[config.mk]
export PLATFORM = sky130hd
export DESIGN_NAME = piso_serializer
export DESIGN_NICKNAME = d
export VERILOG_FILES = /design/src/rtl/piso_pkg.sv /design/src/rtl/piso_hold_buf.sv /design/src/rtl/piso_serializer.sv
export SDC_FILE = /design/constraint.sdc
export NUM_CORES = 1
export LEC_CHECK = 0
export ABC_AREA = 1
export BUFFER_PORTS_ARGS = -buffer_cell sky130_fd_sc_hd__buf_4
export CAP_MARGIN = 20
export CORE_AREA = 2 2 39 41
export DETAILED_ROUTE_END_ITERATION = 10
export DIE_AREA = 0 0 41 43
export SYNTH_ARGS = -nofsm -noshare
export SYNTH_HDL_FRONTEND = slang
export SYNTH_SLANG_ARGS = --single-unit
[constraint.sdc]
create_clock -name clock -period 1.2 [get_ports clock]
set_input_delay 0.24 -clock clock [delete_from_list [all_inputs] [get_ports clock]]
set_output_delay 0.24 -clock clock [all_outputs]
set_load 0.03 [all_outputs]
[src/rtl/piso_pkg.sv]
// Shared types and constants for the PISO serializer.
package piso_pkg;

  typedef enum logic {
    IDLE  = 1'b0,
    SHIFT = 1'b1
  } piso_state_e;

  localparam int PISO_N_DEFAULT = 4;

endpackage

[src/rtl/piso_hold_buf.sv]
// One-entry word buffer (valid/data) used to chain frames back to back.
module piso_hold_buf
  import piso_pkg::*;
#(
  parameter int N = PISO_N_DEFAULT
) (
  input  logic         clock,
  input  logic         reset_n,
  input  logic         load,
  input  logic [N-1:0] load_data,
  input  logic         pop,
  output logic         valid,
  output logic [N-1:0] data
);

  logic         valid_q, valid_d;
  logic [N-1:0] data_q, data_d;

  always_comb begin
    valid_d = valid_q;
    data_d  = data_q;
    if (load) begin
      valid_d = 1'b1;
      data_d  = load_data;
    end else if (pop) begin
      valid_d = 1'b0;
    end
  end

  always_ff @(posedge clock or negedge reset_n) begin
    if (!reset_n) begin
      valid_q <= 1'b0;
      data_q  <= '0;
    end else begin
      valid_q <= valid_d;
      data_q  <= data_d;
    end
  end

  assign valid = valid_q;
  assign data  = data_q;

endmodule

[src/rtl/piso_serializer.sv]
// Parallel-in serial-out serializer, LSB first, with downstream stall.
// Define PISO_HOLD_BUF_EN to add a one-entry buffer for gap-free back-to-back frames.
module piso_serializer
  import piso_pkg::*;
#(
  parameter int N = PISO_N_DEFAULT
) (
  input  logic         clock,
  input  logic         reset_n,
  input  logic         in_valid,
  input  logic [N-1:0] in_data,
  output logic         in_ready,
  input  logic         out_hold,
  output logic         ser_out,
  output logic         ser_en,
  output logic         frame_done,
  output logic         busy
);

  localparam int            CW       = $clog2(N);
  localparam logic [CW-1:0] CNT_LAST = CW'(N - 1);

  piso_state_e   state_q, state_d;
  logic [CW-1:0] cnt_q, cnt_d;
  logic [N-1:0]  sreg_q, sreg_d;
  logic          hs, shift_en, last_edge;

  assign shift_en  = (state_q == SHIFT) && !out_hold;
  assign last_edge = shift_en && (cnt_q == CNT_LAST);
  assign hs        = in_valid && in_ready;

`ifdef PISO_HOLD_BUF_EN
  logic         hold_valid;
  logic [N-1:0] hold_data;
  logic         buf_load, buf_pop;

  // in_ready is forced low while reset is asserted, not just after the next edge.
  assign in_ready = reset_n && !hold_valid;
  assign buf_pop  = last_edge && hold_valid;
  // A handshake on the last-bit edge with an empty buffer goes straight to sreg.
  assign buf_load = hs && (state_q == SHIFT) && !(last_edge && !hold_valid);

  piso_hold_buf #(.N(N)) u_hold_buf (
    .clock     (clock),
    .reset_n   (reset_n),
    .load      (buf_load),
    .load_data (in_data),
    .pop       (buf_pop),
    .valid     (hold_valid),
    .data      (hold_data)
  );
`else
  assign in_ready = reset_n && (state_q == IDLE);
`endif

  always_comb begin
    state_d = state_q;
    cnt_d   = cnt_q;
    sreg_d  = sreg_q;
    case (state_q)
      IDLE: begin
        if (hs) begin
          sreg_d  = in_data;
          cnt_d   = '0;
          state_d = SHIFT;
        end
      end
      SHIFT: begin
        if (last_edge) begin
          cnt_d   = '0;
          sreg_d  = '0;
          state_d = IDLE;
`ifdef PISO_HOLD_BUF_EN
          if (hold_valid) begin
            sreg_d  = hold_data;
            state_d = SHIFT;
          end else if (hs) begin
            sreg_d  = in_data;
            state_d = SHIFT;
          end
`endif
        end else if (shift_en) begin
          sreg_d = sreg_q >> 1;
          cnt_d  = cnt_q + CW'(1);
        end
      end
      default: state_d = IDLE;
    endcase
  end

  always_ff @(posedge clock or negedge reset_n) begin
    if (!reset_n) begin
      state_q <= IDLE;
      cnt_q   <= '0;
      sreg_q  <= '0;
    end else begin
      state_q <= state_d;
      cnt_q   <= cnt_d;
      sreg_q  <= sreg_d;
    end
  end

  assign ser_en     = shift_en;
  assign ser_out    = shift_en && sreg_q[0];
  assign frame_done = last_edge;
  assign busy       = (state_q == SHIFT);

endmodule
==> results.md <==
* Status: complete, but fails checks
* Violated checks: negative setup slack
* Clock buffer depth at 2
* Iter 0 DRT Violations at 4
* Critical Path End Type: output pin
* Initial antenna violation count at 0
* WS Path Type: reg -> out
* Synth area leaders: dfrtp_1, nand2_1, nand3_1
* # IOs at 13
* Final #Nets at 80
* Post-synth net total at 57
* Hold Vio Cnt, Final at 0
* GP Congestion at 0.747
* Ys flop type: dfrtp_1
* Die height at 43 µm
* RSZ-0062 raised after global routing: true
* Antenna-violating nets left at 0
* Ant diodes at 0
* Synth top area share at 0.471
* Proportion of layout cells with a drive suffix above 1 at 0.457
* Ys Warns at 0
* Clock latency on the worst-skew pair at 0.24 ns
* Synth Cell Area at 372 µm²
* Drt wl/cell at 10.4 µm
* Syn-to-layout area delta at 62.6%
* Clock skew at 0.000219 ns
* H-tree depth at 1
* DR pass1 iterations at 2
* CTS tree: built
* Setup tns final at -0.376 ns
* Crit path time final at 1.32 ns
* Max-slew violations at 0
* Vias in the first global route at 350
* Hold WC Path Type: in -> reg
* Fmax at 759 MHz
* CORE AREA at 1380 µm²
* Number of synthesized flops with an enable pin at 0
* Leakage at 0.000320 µW
* Cell taking the most area after synthesis: dfrtp_1
* Worst Path Max Fanout at 2
* PortBufs at 12
* Avg Cell Area, Syn at 7.74 µm²
* Maxcap violations at 0
* Via Count at 375
* Setup violators final at 5
* Most instantiated cells after synthesis: nand2_1, nand3_1, dfrtp_1
* Seq/Total Area, Yosys at 0.471
* Library cells used by synthesis at 13
* PnR worst setup slack at -0.117 ns
* Row Count at 14
* Final Power at 1310 µW
* Clk pin slew, worst setup/hold paths at 0.05 ns
* CTS Sinks at 7
* Detailed Route WL at 894 µm
* Num CTS Buffers at 3
* Maximum resistive drop on vdd at 0.000773 V
* Die area at 1760 µm²
* Slew headroom at 0.773
* Post-synthesis register bit count at 7
* Critical path required time at 0.96 ns
* DRC viols at 0
* Clock Tree Root: clkbuf_4
* Total GRT Usage at 0.122
* Detailed Place HPWL at 683 µm
* CP startpoint kind: register
* Vias per inst at 4.36
* Worst EP arrival at 1.08 ns
* Most numerous cell in the Yosys netlist: nand2_1
* Worst-margin pin slew at 0.340 ns
* Power per cell area at 2170 nW/µm²
* Initial core utilization at 0.269
* Cells after Synth at 48
* Overflow left after global routing at 0
* Largest net degree at the start of global routing at 8
* Final Cycle Share at 1.10
* Share of flip-flops with an asynchronous set or reset at 1.00
* First-pass GRT wire length at 1380 µm
* Die Wd at 41 µm
-- worst max-delay path, cell delays in order, from the launching register on --
cell and delay [ns]:
dfrtp_1 0.39, ha_2 0.20, nand3_2 0.08, inv_2 0.04
buf_6 0.13
-- layer usage --
| layer | GRT usage | vias to the layer above | part of all wire | routed length [µm] |
|---|---|---|---|---|
| met1 | 0.142 | 167 | 0.44 | 393 |
| li1 | - | 198 | - | - |
| met3 | 0.0471 | 2 | 0.056 | 50 |
| met4 | 0.0800 | 0 | 0.0045 | 4 |
| met5 | 0 | - | 0 | 0 |
| met2 | 0.178 | 8 | 0.50 | 445 |
-- what timing repair did --
item / CTS / global route
setup buffers: 3 / 0
resized for setup: 7 / 4
pin swaps: 1 / 2
setup endpoints to repair: 4 / 11
hold buffers: 1 / 0
hold endpoints to repair: 7 / 0
-- cell usage in the layout (no fill, tap or decap), drive strengths merged --
cell,instances
o21ai,2
clkbuf,4
nand2,19
nand3,9
inv,7
dlygate4sd3,1
dfrtp,7
a21oi,1
ha,1
nor2,2
buf,17
-- cells by family (layout without fill, tap and decap cells) --
logic type	Yosys count	in the layout	synth area share
DFF	7	7	0.471
AOI/OAI and AO/OA	3	3	0.0505
buffers and inverters	7	29	0.0774
and+or+nand+nor	30	30	0.367
adders and majority gates	1	1	0.0337
-- where the power goes --
part | total [µW] | internal [µW] | switching [µW]
combinational | 680 | 307 | 373
sequential | 421 | 339 | 81.7
clock | 209 | 127 | 82.2
-- cell type report --
cell class | count | area, µm²
inverter | 7 | 33.8
timing repair buffer | 18 | 153
sequential | 7 | 176
fill | 144 | 779
multi-input combinational | 34 | 195
clock buffer | 4 | 26.3
tap | 16 | 20.0
-- state kept, by name, indices dropped and copies added, names as in the netlist --
signal / cells
busy: 1
cnt_q: 2
sreg_q: 4
-- per-stage QoR --
| step | hold slack, ns | setup slack (ns) | util | cells | instance area, µm² |
|---|---|---|---|---|---|
| detailed placement | 0.0728 | 0.0611 | 0.367 | 78 | 508 |
| global placement | 0.0713 | 0.0548 | 0.367 | 78 | 508 |
| finish | 0.234 | -0.117 | 0.437 | 86 | 604 |
| global route | 0.258 | -0.199 | 0.437 | 86 | 604 |
| floorplan | -0.0556 | 0.0284 | - | 48 | 383 |
| CTS | 0.225 | -0.134 | 0.425 | 86 | 588 |
-- path summary, 6_finish.rpt --
check	start	to	slack (ns)	cells after the start
worst max-delay path	cnt_q[0]	frame_done	-0.12	4
worst min-delay path	in_data[3]	sreg_q[3]	0.23	3
worst max register to register	busy	sreg_q[1]	0.06	7
worst min register to register	sreg_q[0]	sreg_q[0]	0.48	2
max in group asynchronous	reset_n	busy	0.47	2
min in group asynchronous	reset_n	sreg_q[1]	0.46	2
No activity file was read; power rests on OpenSTA's default activity.
